[src/rtl/bsg_pipeline_stall_collapse_kill.sv]
// bsg_pipeline_stall_collapse_kill
// Valid-bit tracker and data-enable generator for a stages_p-deep pipeline.
// Stage stages_p-1 is the input end, stage 0 the output end. Supports
// bubble-collapse or lockstep stalling, per-stage kill, whole-pipe flush and
// an occupancy count.
// Optional feature: define BSG_PIPELINE_COLLAPSE_PERF_EN to build a
// saturating stall-cycle counter on stall_cnt_o; otherwise it reads '0.
module bsg_pipeline_stall_collapse_kill #(
  parameter int unsigned            stages_p    = 4,
  parameter logic [stages_p-1:0]    skip_p      = '0,
  parameter bit                     collapse_p  = 1'b1,
  parameter int unsigned            cnt_width_p = 32
) (
  input  logic                          clk_i,
  input  logic                          reset_n_i,
  input  logic                          valid_i,
  output logic                          ready_and_o,
  output logic                          valid_o,
  input  logic                          ready_and_i,
  input  logic [stages_p-1:0]           kill_i,
  input  logic                          flush_i,
  output logic [stages_p-1:0]           en_o,
  output logic [$clog2(stages_p+1)-1:0] count_o,
  output logic [cnt_width_p-1:0]        stall_cnt_o
);

  logic [stages_p-1:0] v_q;
  logic [stages_p-1:0] v_d;
  logic [stages_p-1:0] v_li;
  logic [stages_p-1:0] v_eff;
  logic [stages_p-1:0] full;
  logic [stages_p-1:0] adv;

  // Valid propagation, advance conditions, enables and next valid state.
  // v_li/v_eff are built with a running carry from the input end downward
  // so no vector bit is computed from another bit of the same vector.
  always_comb begin
    logic carry;
    logic acc;
    v_li  = '0;
    v_eff = '0;
    full  = '0;
    adv   = '0;
    en_o  = '0;
    v_d   = '0;
    carry = valid_i;
    for (int i = int'(stages_p) - 1; i >= 0; i--) begin
      v_li[i] = carry;
      if (skip_p[i]) v_eff[i] = carry;
      else           v_eff[i] = v_q[i] & ~kill_i[i];
      carry = v_eff[i];
    end
    acc = 1'b1;
    for (int unsigned i = 0; i < stages_p; i++) begin
      acc     = acc & v_eff[i];
      full[i] = acc;
    end
    for (int unsigned i = 0; i < stages_p; i++) begin
      if (collapse_p) adv[i] = ready_and_i | ~full[i];
      else            adv[i] = ready_and_i | ~v_eff[0];
      if (!skip_p[i]) begin
        en_o[i] = v_li[i] & adv[i] & ~flush_i;
        if (flush_i)     v_d[i] = 1'b0;
        else if (adv[i]) v_d[i] = v_li[i];
        else             v_d[i] = v_eff[i];
      end
    end
  end

  // Per-stage valid register; skip stages stay constant zero.
  always_ff @(posedge clk_i or negedge reset_n_i) begin
    if (!reset_n_i) v_q <= '0;
    else            v_q <= v_d;
  end

  // Occupancy from registered valids only (not reduced by this cycle's kill).
  always_comb begin
    count_o = '0;
    for (int unsigned i = 0; i < stages_p; i++) begin
      count_o = count_o + {{($clog2(stages_p+1)-1){1'b0}}, v_q[i]};
    end
  end

  assign valid_o     = v_eff[0];
  assign ready_and_o = adv[stages_p-1] & ~flush_i;

`ifdef BSG_PIPELINE_COLLAPSE_PERF_EN
  logic [cnt_width_p-1:0] stall_cnt_q;
  logic [cnt_width_p-1:0] stall_cnt_d;

  // Saturating count of cycles where the consumer holds off valid output.
  always_comb begin
    stall_cnt_d = stall_cnt_q;
    if (flush_i)
      stall_cnt_d = '0;
    else if (valid_o && !ready_and_i && (stall_cnt_q != '1))
      stall_cnt_d = stall_cnt_q + 1'b1;
  end

  // Stall counter register.
  always_ff @(posedge clk_i or negedge reset_n_i) begin
    if (!reset_n_i) stall_cnt_q <= '0;
    else            stall_cnt_q <= stall_cnt_d;
  end

  assign stall_cnt_o = stall_cnt_q;
`else
  assign stall_cnt_o = '0;
`endif

endmodule
[config.mk]
export PLATFORM = sky130hd
export DESIGN_NAME = bsg_pipeline_stall_collapse_kill
export DESIGN_NICKNAME = d
export VERILOG_FILES = /design/src/rtl/bsg_pipeline_stall_collapse_kill.sv
export SDC_FILE = /design/constraint.sdc
export NUM_CORES = 1
export LEC_CHECK = 0
export CAP_MARGIN = 10
export CORE_UTILIZATION = 27
export CTS_CLUSTER_SIZE = 20
export DETAILED_ROUTE_END_ITERATION = 10
export PLACE_DENSITY = 0.76
export SLEW_MARGIN = 20
export SYNTH_ARGS = -nofsm -noshare
export SYNTH_HDL_FRONTEND = slang
export SYNTH_SLANG_ARGS = --single-unit
[constraint.sdc]
create_clock -name clk_i -period 1.9 [get_ports clk_i]
set_input_delay 0.475 -clock clk_i [delete_from_list [all_inputs] [get_ports clk_i]]
set_output_delay 0.475 -clock clk_i [all_outputs]
set_load 0.02 [all_outputs]
Yosys cells after proc, flatten, opt, wreduce, memory -nomap -nowiden

Index checks and enable logic that the tools add are counted.

Order comparisons: 0
Bitwise gates (word level): 29
Multiply operators: 0
Multiplexer cells: 8
Shift operators: 0
$add $sub $neg: 3
Reductions and logical operators: 0
Equality and inequality tests: 0
Divide/modulo/power cells: 0

Operators with widths:

| cell        | number |
|---|---|
| $and 1x1->1 | 16 |
| $not 1->1   | 9 |
| $mux 1      | 8 |
| $or 1x1->1  | 4 |
| $add 2x1->3 | 1 |
| $add 3x1->3 | 1 |
| $add 1x1->2 | 1 |

Logic and storage cells: 41
Input port bits: 9
Output and inout port bits: 41
ROM bits: 0
Register bits: 4
Memories kept: 0
Memory bits (writable): 0
Latch bits: 0

Logic depth before layout (Yosys ltp)

Gate-level depths: netlist of run 1.

Depth in word-level cells: 9
Gate-level depth with buffers: 5
Gate-level depth less buffers: 5

Least setup slack after synthesis of run 1

OpenSTA, ideal clock, no wires.

Path type: input to output
Start point: in kill_i[0]
End point: out en_o[2]
Setup slack: -0.045 ns
Arrival: 1.470 ns
Path buffers: 0
Stages: 3
Cell sequence: or3b_4 or3_1 nor3b_1

Cells in the longest elaborated chain, start to end: 8

RTL lines:

| element                  | line | source |
|---|---|---|
| from (decl)              | 20   | `input logic [stages_p-1:0] kill_i,` |
| $not 1->1                | 50   | `else v_eff[i] = v_q[i] & ~kill_i[i];` |
| $and 1x1->1              | 50   |  |
| $and 1x1->1 (2 in a row) | 55   | `acc = acc & v_eff[i];` |
| $not 1->1                | 59   | `if (collapse_p) adv[i] = ready_and_i \| ~full[i];` |
| $or 1x1->1               | 59   |  |
| $and 1x1->1 (2 in a row) | 62   | `en_o[i] = v_li[i] & adv[i] & ~flush_i;` |
| to (decl)                | 22   | `output logic [stages_p-1:0] en_o,` |

Every way passes these cells.

Worst setup path after layout of run 1

Start point: reg v_q[3]
End point: out count_o[1]

Cells in the longest elaborated chain, start to end: 1

RTL lines:

| element                | line | source |
|---|---|---|
| from (decl)            | 27   | `logic [stages_p-1:0] v_q;` |
| from (signal assigned) | 73   | `else v_q <= v_d;` |
| $add 3x1->3            | 80   | `count_o = count_o + {{($clog2(stages_p+1)-1){1'b0}}, v_q[i]};` |
| to (decl)              | 23   | `output logic [$clog2(stages_p+1)-1:0] count_o,` |

Every way passes these cells.

==> key figures, run 1 <==
Power
  • Psw: 0.000114 W
  • P_int: 0.000195 W
  • P_leak: 0.453 nW
  • Clock power frac: 32.7%
  • Peak supply drop: 0.226 mV
  • Sw Ratio: 36.9%
  • Sequential power share: 29.0%
  • Cell Pwr Density: 379 nW/um^2
  • Combinational Power Share: 38.3%

STA
  • PnR worst setup slack: -0.307 ns
  • Finish-stage setup viols: 7
  • RSZ-0062 raised after global routing: true
  • Hold_ws: 0.449 ns
  • Fin crit period: 2.21 ns
  • Clk_skew: 0.00233 ns
  • Hold Violations, Final: 0
  • Tcrit/Tclk final: 116%
  • Slew Viols, Final: 0
  • Max Fclk: 453 MHz

Synth
  • Post-synthesis sequential area ratio: 18.9%
  • Synthesis Warnings: 0
  • Number of synthesized register bits: 4
  • Yosys cell types: 17
  • Synthesized area: 531 sq um
  • Avg Inst Size Synth: 8.29 sq um
  • Synth Instances: 64

Run
  • Max cap viols: 0

Routing
  • Metal2 WL: 692 um
  • Final WL: 1110 um
  • Top sig layer: met3
  • Vias/cell: 3.48
  • Vias: 424
  • Detail Route Antenna Nets: 0
  • Met1 WL: 335 um
  • Pre-antenna DRT Iters: 1
  • Initial DRC Count: 0
  • WL met3: 82 um
  • Wire per inst: 9.09 um
  • DRC viols: 0

Finish
  • Top flop regs: v_q (4)
  • Area growth syn-to-layout: 53.5%
  • Post-Layout Cell Count: 122
  • Antenna cell count: 0
  • Nets: 111
  • Layout cells sized above 1: 45.4%
  • Largest Register: v_q
  • Max FFs per register: 4

Global route
  • All-Layer GR Usage: 11.6%
  • Vias in the first global route: 395
  • Grt ovf: 0
  • Largest net degree at the start of global routing: 8
  • First-pass GRT wire length: 1640 um
  • Initial antenna violation count: 0

Clocking
  • Sink Count: 4
  • Worst-Skew Late Latency: 0.23 ns
  • Root buf cell: clkbuf_4
  • Clock Pin Slew Worst Setup and Hold Paths: 0.04 ns
  • Num CTS Buffers: 3
  • CTS H-Tree Depth: 1
  • Clock Path Buffers: 2
  • TritonCTS clock tree: done

Run status
  • Failing checks: setup timing
  • Status: finished, violations left

Placement
  • Gpl congestion: 0.716
  • HPWL Detailed: 841 um
  • # port buffers: 17
  • Placed instance count: 111

Critical path
  • Crit Path Category: register to primary output
  • Startpoint types: register
  • Worst path arrival time: 1.73 ns
  • Critical path capture point type: primary output
  • CP Max Fanout: 2
  • Worst path required time: 1.42 ns

Floorplanning
  • Chip width: 46.3 um
  • Die ar.: 2150 sq um
  • Die Y: 46.3 um
  • Rows: 15
  • IO Pins: 50
  • CORE AREA: 1780 sq um
  • Initial core utilization: 29.8%

Worst hold path
  • HP Class: primary input to asynchronous set/reset pin
layout by cell type (no fill, tap or decap), drive strengths merged:
cell	Yosys	final
nor4	1	1
o21ba	1	1
inv	5	5
dfrtp	4	4
nor2	4	4
nand2b	3	3
fa	1	1
nor3b	3	3
o21a	1	1
clkbuf	1	3
ha	2	2
dlymetal6s2s	0	1
clkdlybuf4s50	0	2
buf	32	25
dlygate4sd2	0	4
or3	1	1
a21oi	2	2
conb	1	32
or3b	1	1
nor3	1	1
routing by layer:
layer  global-route usage [%]  vias up
li1                         -      202
met2                     23.9       30
met1                     9.60      192
met5                        0        -
met4                     5.29        0
met3                     3.53        0
repair_timing:
action	CTS	global route
gates resized for setup	73	4
setup buffers	6	2
hold buffers	0	0
cloned	0	0
endpoints found under the setup margin	9	9
pin swaps	8	0
cell families after synthesis:
kind of cell	share of synthesized area, %
compound gates	5.19
simple gates	17.2
flops	18.9
buf+inv	49.5
fa+ha+maj	8.49
other cells	0.707
power by group through the flow:
| stage | Combinational [W] | Sequential, W | Clock [W] |
|---|---|---|---|
| after floorplan | 0.000126 | 0.0000894 | 0 |
| after global placement | 0.000108 | 0.0000897 | 0 |
| after detailed placement | 0.000109 | 0.0000898 | 0 |
| after CTS | 0.000115 | 0.0000894 | 0.000104 |
| after global routing | 0.000130 | 0.0000894 | 0.000117 |
| final | 0.000118 | 0.0000895 | 0.000101 |
stage by stage:
| step | power [W] | worst slack, ns | utilization (%) | TNS (ns) | cell area (sq um) |
|---|---|---|---|---|---|
| after detailed placement | 0.000199 | -0.988 | 37.8 | -6.05 | 674 |
| after CTS | 0.000309 | -0.315 | 44.0 | -1.27 | 785 |
| after global routing | 0.000336 | -0.356 | 45.7 | -1.78 | 815 |
| after floorplan | 0.000216 | -0.0361 | - | -0.0361 | 664 |
| final | 0.000309 | -0.307 | 45.7 | -1.28 | 815 |
| after global placement | 0.000198 | -0.991 | 37.8 | -5.84 | 674 |
area by class of cell:
cell class / instances / area [sq um]
tap: 25 / 31.3
clock buffer: 3 / 22.5
fill: 190 / 968
timing repair buffer: 32 / 274
sequential: 4 / 100
inverter: 5 / 18.8
multi-input combinational: 53 / 368
cell usage after synthesis:
| master | instances | area share [%] |
|---|---|---|
| or3_1 | 1 | 1.2 |
| nand2b_1 | 3 | 3.5 |
| nor4_2 | 1 | 2.4 |
| or3b_4 | 1 | 2.1 |
| a21oi_1 | 2 | 1.9 |
| conb_1 | 1 | 0.71 |
| buf_4 | 32 | 45 |
| nor3_1 | 1 | 0.94 |
| nor3b_1 | 3 | 4.2 |
| nor2_1 | 4 | 2.8 |
| inv_1 | 5 | 3.5 |
| ha_1 | 2 | 4.7 |
| fa_1 | 1 | 3.8 |
| o21ba_2 | 1 | 1.9 |
| o21a_1 | 1 | 1.4 |
| clkbuf_1 | 1 | 0.71 |
| dfrtp_1 | 4 | 19 |
path summary, 6_finish.rpt:
check,start,to,slack [ns],depth (start not counted)
worst max register to register,v_q[0],v_q[1],0.45,6
worst max-delay path,v_q[3],count_o[1],-0.31,6
max in group asynchronous,reset_n_i,v_q[0],1.28,1
worst min-delay path,reset_n_i,v_q[2],0.45,1
worst min register to register,v_q[2],v_q[2],0.79,3
min in group clk_i,ready_and_i,v_q[2],0.68,4
critical path: stages, from the launching register on:
cell     delay [ns]
dfrtp_1        0.35
inv_2          0.05
fa_1           0.55
inv_2          0.05
ha_4           0.16
ha_4           0.25
buf_6          0.10
Note: power is estimated with default switching activity, not from simulation.
==> inputs of run 2 (changes only) <==
--- a/config.mk
+++ b/config.mk
@@ -9,6 +9,7 @@
 export CORE_UTILIZATION = 27
 export CTS_CLUSTER_SIZE = 20
 export DETAILED_ROUTE_END_ITERATION = 10
+export MAX_ROUTING_LAYER = met4
 export PLACE_DENSITY = 0.76
 export SLEW_MARGIN = 20
 export SYNTH_ARGS = -nofsm -noshare
==> key figures, run 2 (synthesis results as in run 1) <==
Finish
  • Most frequent cells in the layout: 32 x conb_1, 15 x buf_4, 7 x buf_6
  • Final core occ: 45.7% (unchanged)
  • Commonest non-fill, non-tap cell in the layout: conb_1
  • Top flop regs: v_q (4)
  • Fin area: 815 sq um (unchanged)
  • Filler Cell Count: 190 (unchanged)
  • Nets: 111 (unchanged)
  • Antenna cell count: 0 (unchanged)
  • Largest Register: v_q
  • Max FFs per register: 4 (unchanged)
  • Layout cells sized above 1: 45.4% (unchanged)
  • Area growth syn-to-layout: 53.5% (unchanged)

Critical path
  • Number of buffers and inverters on the critical path: 3 (unchanged)
  • Worst path cell trace: inv_2, fa_1, inv_2, ha_4, ha_4, buf_6
  • Startpoint types: register
  • Crit Path Category: register to primary output
  • RR Startpoint: v_q[0]
  • CP peak stage delay: 0.55 ns (about the same)
  • Critical path capture point type: primary output
  • CP startpoint: v_q[3]
  • CP Max Fanout: 2 (unchanged)
  • Worst path arrival time: 1.73 ns (about the same)
  • Reg2reg path depth: 6 (unchanged)
  • Worst path required time: 1.42 ns (about the same)
  • R2R Setup Slk: 0.45 ns (about the same)
  • Reg2reg end: v_q[1]
  • CP top delay family: adder cells
  • Worst path slowest cell: fa_1

Clocking
  • CTS H-Tree Depth: 1 (unchanged)
  • Worst-Skew Late Latency: 0.23 ns (about the same)
  • Cts-stage hold buffer count: 0 (unchanged)
  • Clock Path Buffers: 2 (unchanged)
  • Clock Pin Slew Worst Setup and Hold Paths: 0.04 ns (about the same)
  • TritonCTS clock tree: done
  • Sink Count: 4 (unchanged)
  • Num CTS Buffers: 3 (unchanged)
  • Root buf cell: clkbuf_4

Run status
  • Failing checks: setup timing
  • Status: finished, violations left

Routing
  • Initial DRC Count: 0 (unchanged)
  • DRC viols: 0 (unchanged)
  • Final WL: 1110 um (unchanged)
  • Pre-antenna DRT Iters: 1 (unchanged)
  • Wire per inst: 9.09 um (unchanged)
  • Detail Route Antenna Nets: 0 (unchanged)
  • Vias: 426 (+0.47%)
  • Vias/cell: 3.49 (+0.47%)

Global route
  • Grt ovf: 0 (unchanged)
  • Largest net degree at the start of global routing: 8 (unchanged)
  • Initial antenna violation count: 0 (unchanged)
  • All-Layer GR Usage: 12.0% (+0.34 points)
  • First-pass GRT wire length: 1640 um (unchanged)
  • Vias in the first global route: 394 (-0.25%)

STA
  • Clk_skew: 0.00233 ns (+0.0000000500 ns)
  • Hold Violations, Final: 0 (unchanged)
  • PnR worst setup slack: -0.307 ns (+0.0000580 ns)
  • Max Fclk: 453 MHz (about the same)
  • Fin crit period: 2.21 ns (-0.0000580 ns)
  • RSZ-0062 raised after global routing: true
  • Slew Viols, Final: 0 (unchanged)
  • Finish-stage setup viols: 7 (unchanged)
  • Tcrit/Tclk final: 116% (about the same)
  • Setup TNS: -1.28 ns (+0.000170 ns)

Floorplanning
  • Chip width: 46.3 um (unchanged)
  • Die Y: 46.3 um (unchanged)
  • Initial core utilization: 29.8% (unchanged)
  • Rows: 15 (unchanged)
  • IO Pins: 50 (unchanged)
  • Die ar.: 2150 sq um (unchanged)
  • CORE AREA: 1780 sq um (unchanged)

Placement
  • Cell Area, Placed: 674 sq um (unchanged)
  • HPWL Detailed: 841 um (unchanged)
  • # port buffers: 17 (unchanged)
  • Gpl congestion: 0.724 (+1.1%)

Worst hold path
  • HP Class: primary input to asynchronous set/reset pin

Power
  • P_int: 0.000195 W (about the same)
  • Peak supply drop: 0.226 mV (about the same)
  • Cell Pwr Density: 379 nW/um^2 (about the same)
  • Combinational Power Share: 38.3% (about the same)
  • Sw Ratio: 36.9% (about the same)
  • P_leak: 0.453 nW (unchanged)
  • Psw: 0.000114 W (about the same)
  • Clock power frac: 32.7% (about the same)
  • Sequential power share: 29.0% (about the same)

Run
  • Max cap viols: 0 (unchanged)
==> run 2: through the flow <==
step | hold WS, ns | power (W) | setup WS (ns) | instances
4_1_cts | 0.448 | 0.000309 | -0.315 | 120
3_3_place_gp | 0.685 | 0.000198 | -0.991 | 111
6_report | 0.449 | 0.000309 | -0.307 | 122
2_1_floorplan | 0.179 | 0.000216 | -0.0361 | 95
3_5_place_dp | 0.689 | 0.000199 | -0.988 | 111
5_1_grt | 0.437 | 0.000336 | -0.356 | 122
==> run 2: routing by layer <==
layer  global-route usage (%)  up-vias  wire (um)
met5                        -        -          0
met2                     23.9       30        686
met3                     3.53        2         80
li1                         -      202          -
met1                     9.60      192        335
met4                     5.29        0          8
==> run 2: cell type report <==
| type | count | area, sq um | share of cell area [%] |
|---|---|---|---|
| multi-input combinational | 53 | 368 | 45.2 |
| sequential | 4 | 100 | 12.3 |
| timing repair buffer | 32 | 274 | 33.6 |
| clock buffer | 3 | 22.5 | 2.76 |
| tap | 25 | 31.3 | 3.84 |
| inverter | 5 | 18.8 | 2.30 |
==> run 2: worst max-delay path by stage <==
stage,slack [ns],to,depth (start not counted)
2_1_floorplan,-0.04,en_o[2],3
3_3_place_gp,-0.99,en_o[2],5
3_5_place_dp,-0.99,en_o[2],5
4_1_cts,-0.31,count_o[1],6
5_1_grt,-0.36,count_o[1],6
6_report,-0.31,count_o[1],6
==> run 2: what timing repair did <==
item,4_1_cts,5_1_grt
resized for setup,73,4
setup buffers,6,2
cloned,0,0
setup endpoints to repair,9,9
pin swaps,8,0
==> run 2: worst register-to-register path: cells and delay by family, from the launching register on <==
kind / cells / cell delay [ns]
AO/OA/AOI/OAI: 1 / 0.17
AND/OR/NAND/NOR: 2 / 0.50
flip-flops: 1 / 0.34
buffers and inverters: 3 / 0.37
==> run 2: power groups by stage <==
stage                     combinational [W]  sequential, W  clock, W
after floorplan                    0.000126      0.0000894         0
final                              0.000118      0.0000895  0.000101
after detailed placement           0.000109      0.0000898         0
after global placement             0.000108      0.0000897         0
after CTS                          0.000115      0.0000894  0.000104
after global routing               0.000130      0.0000894  0.000117
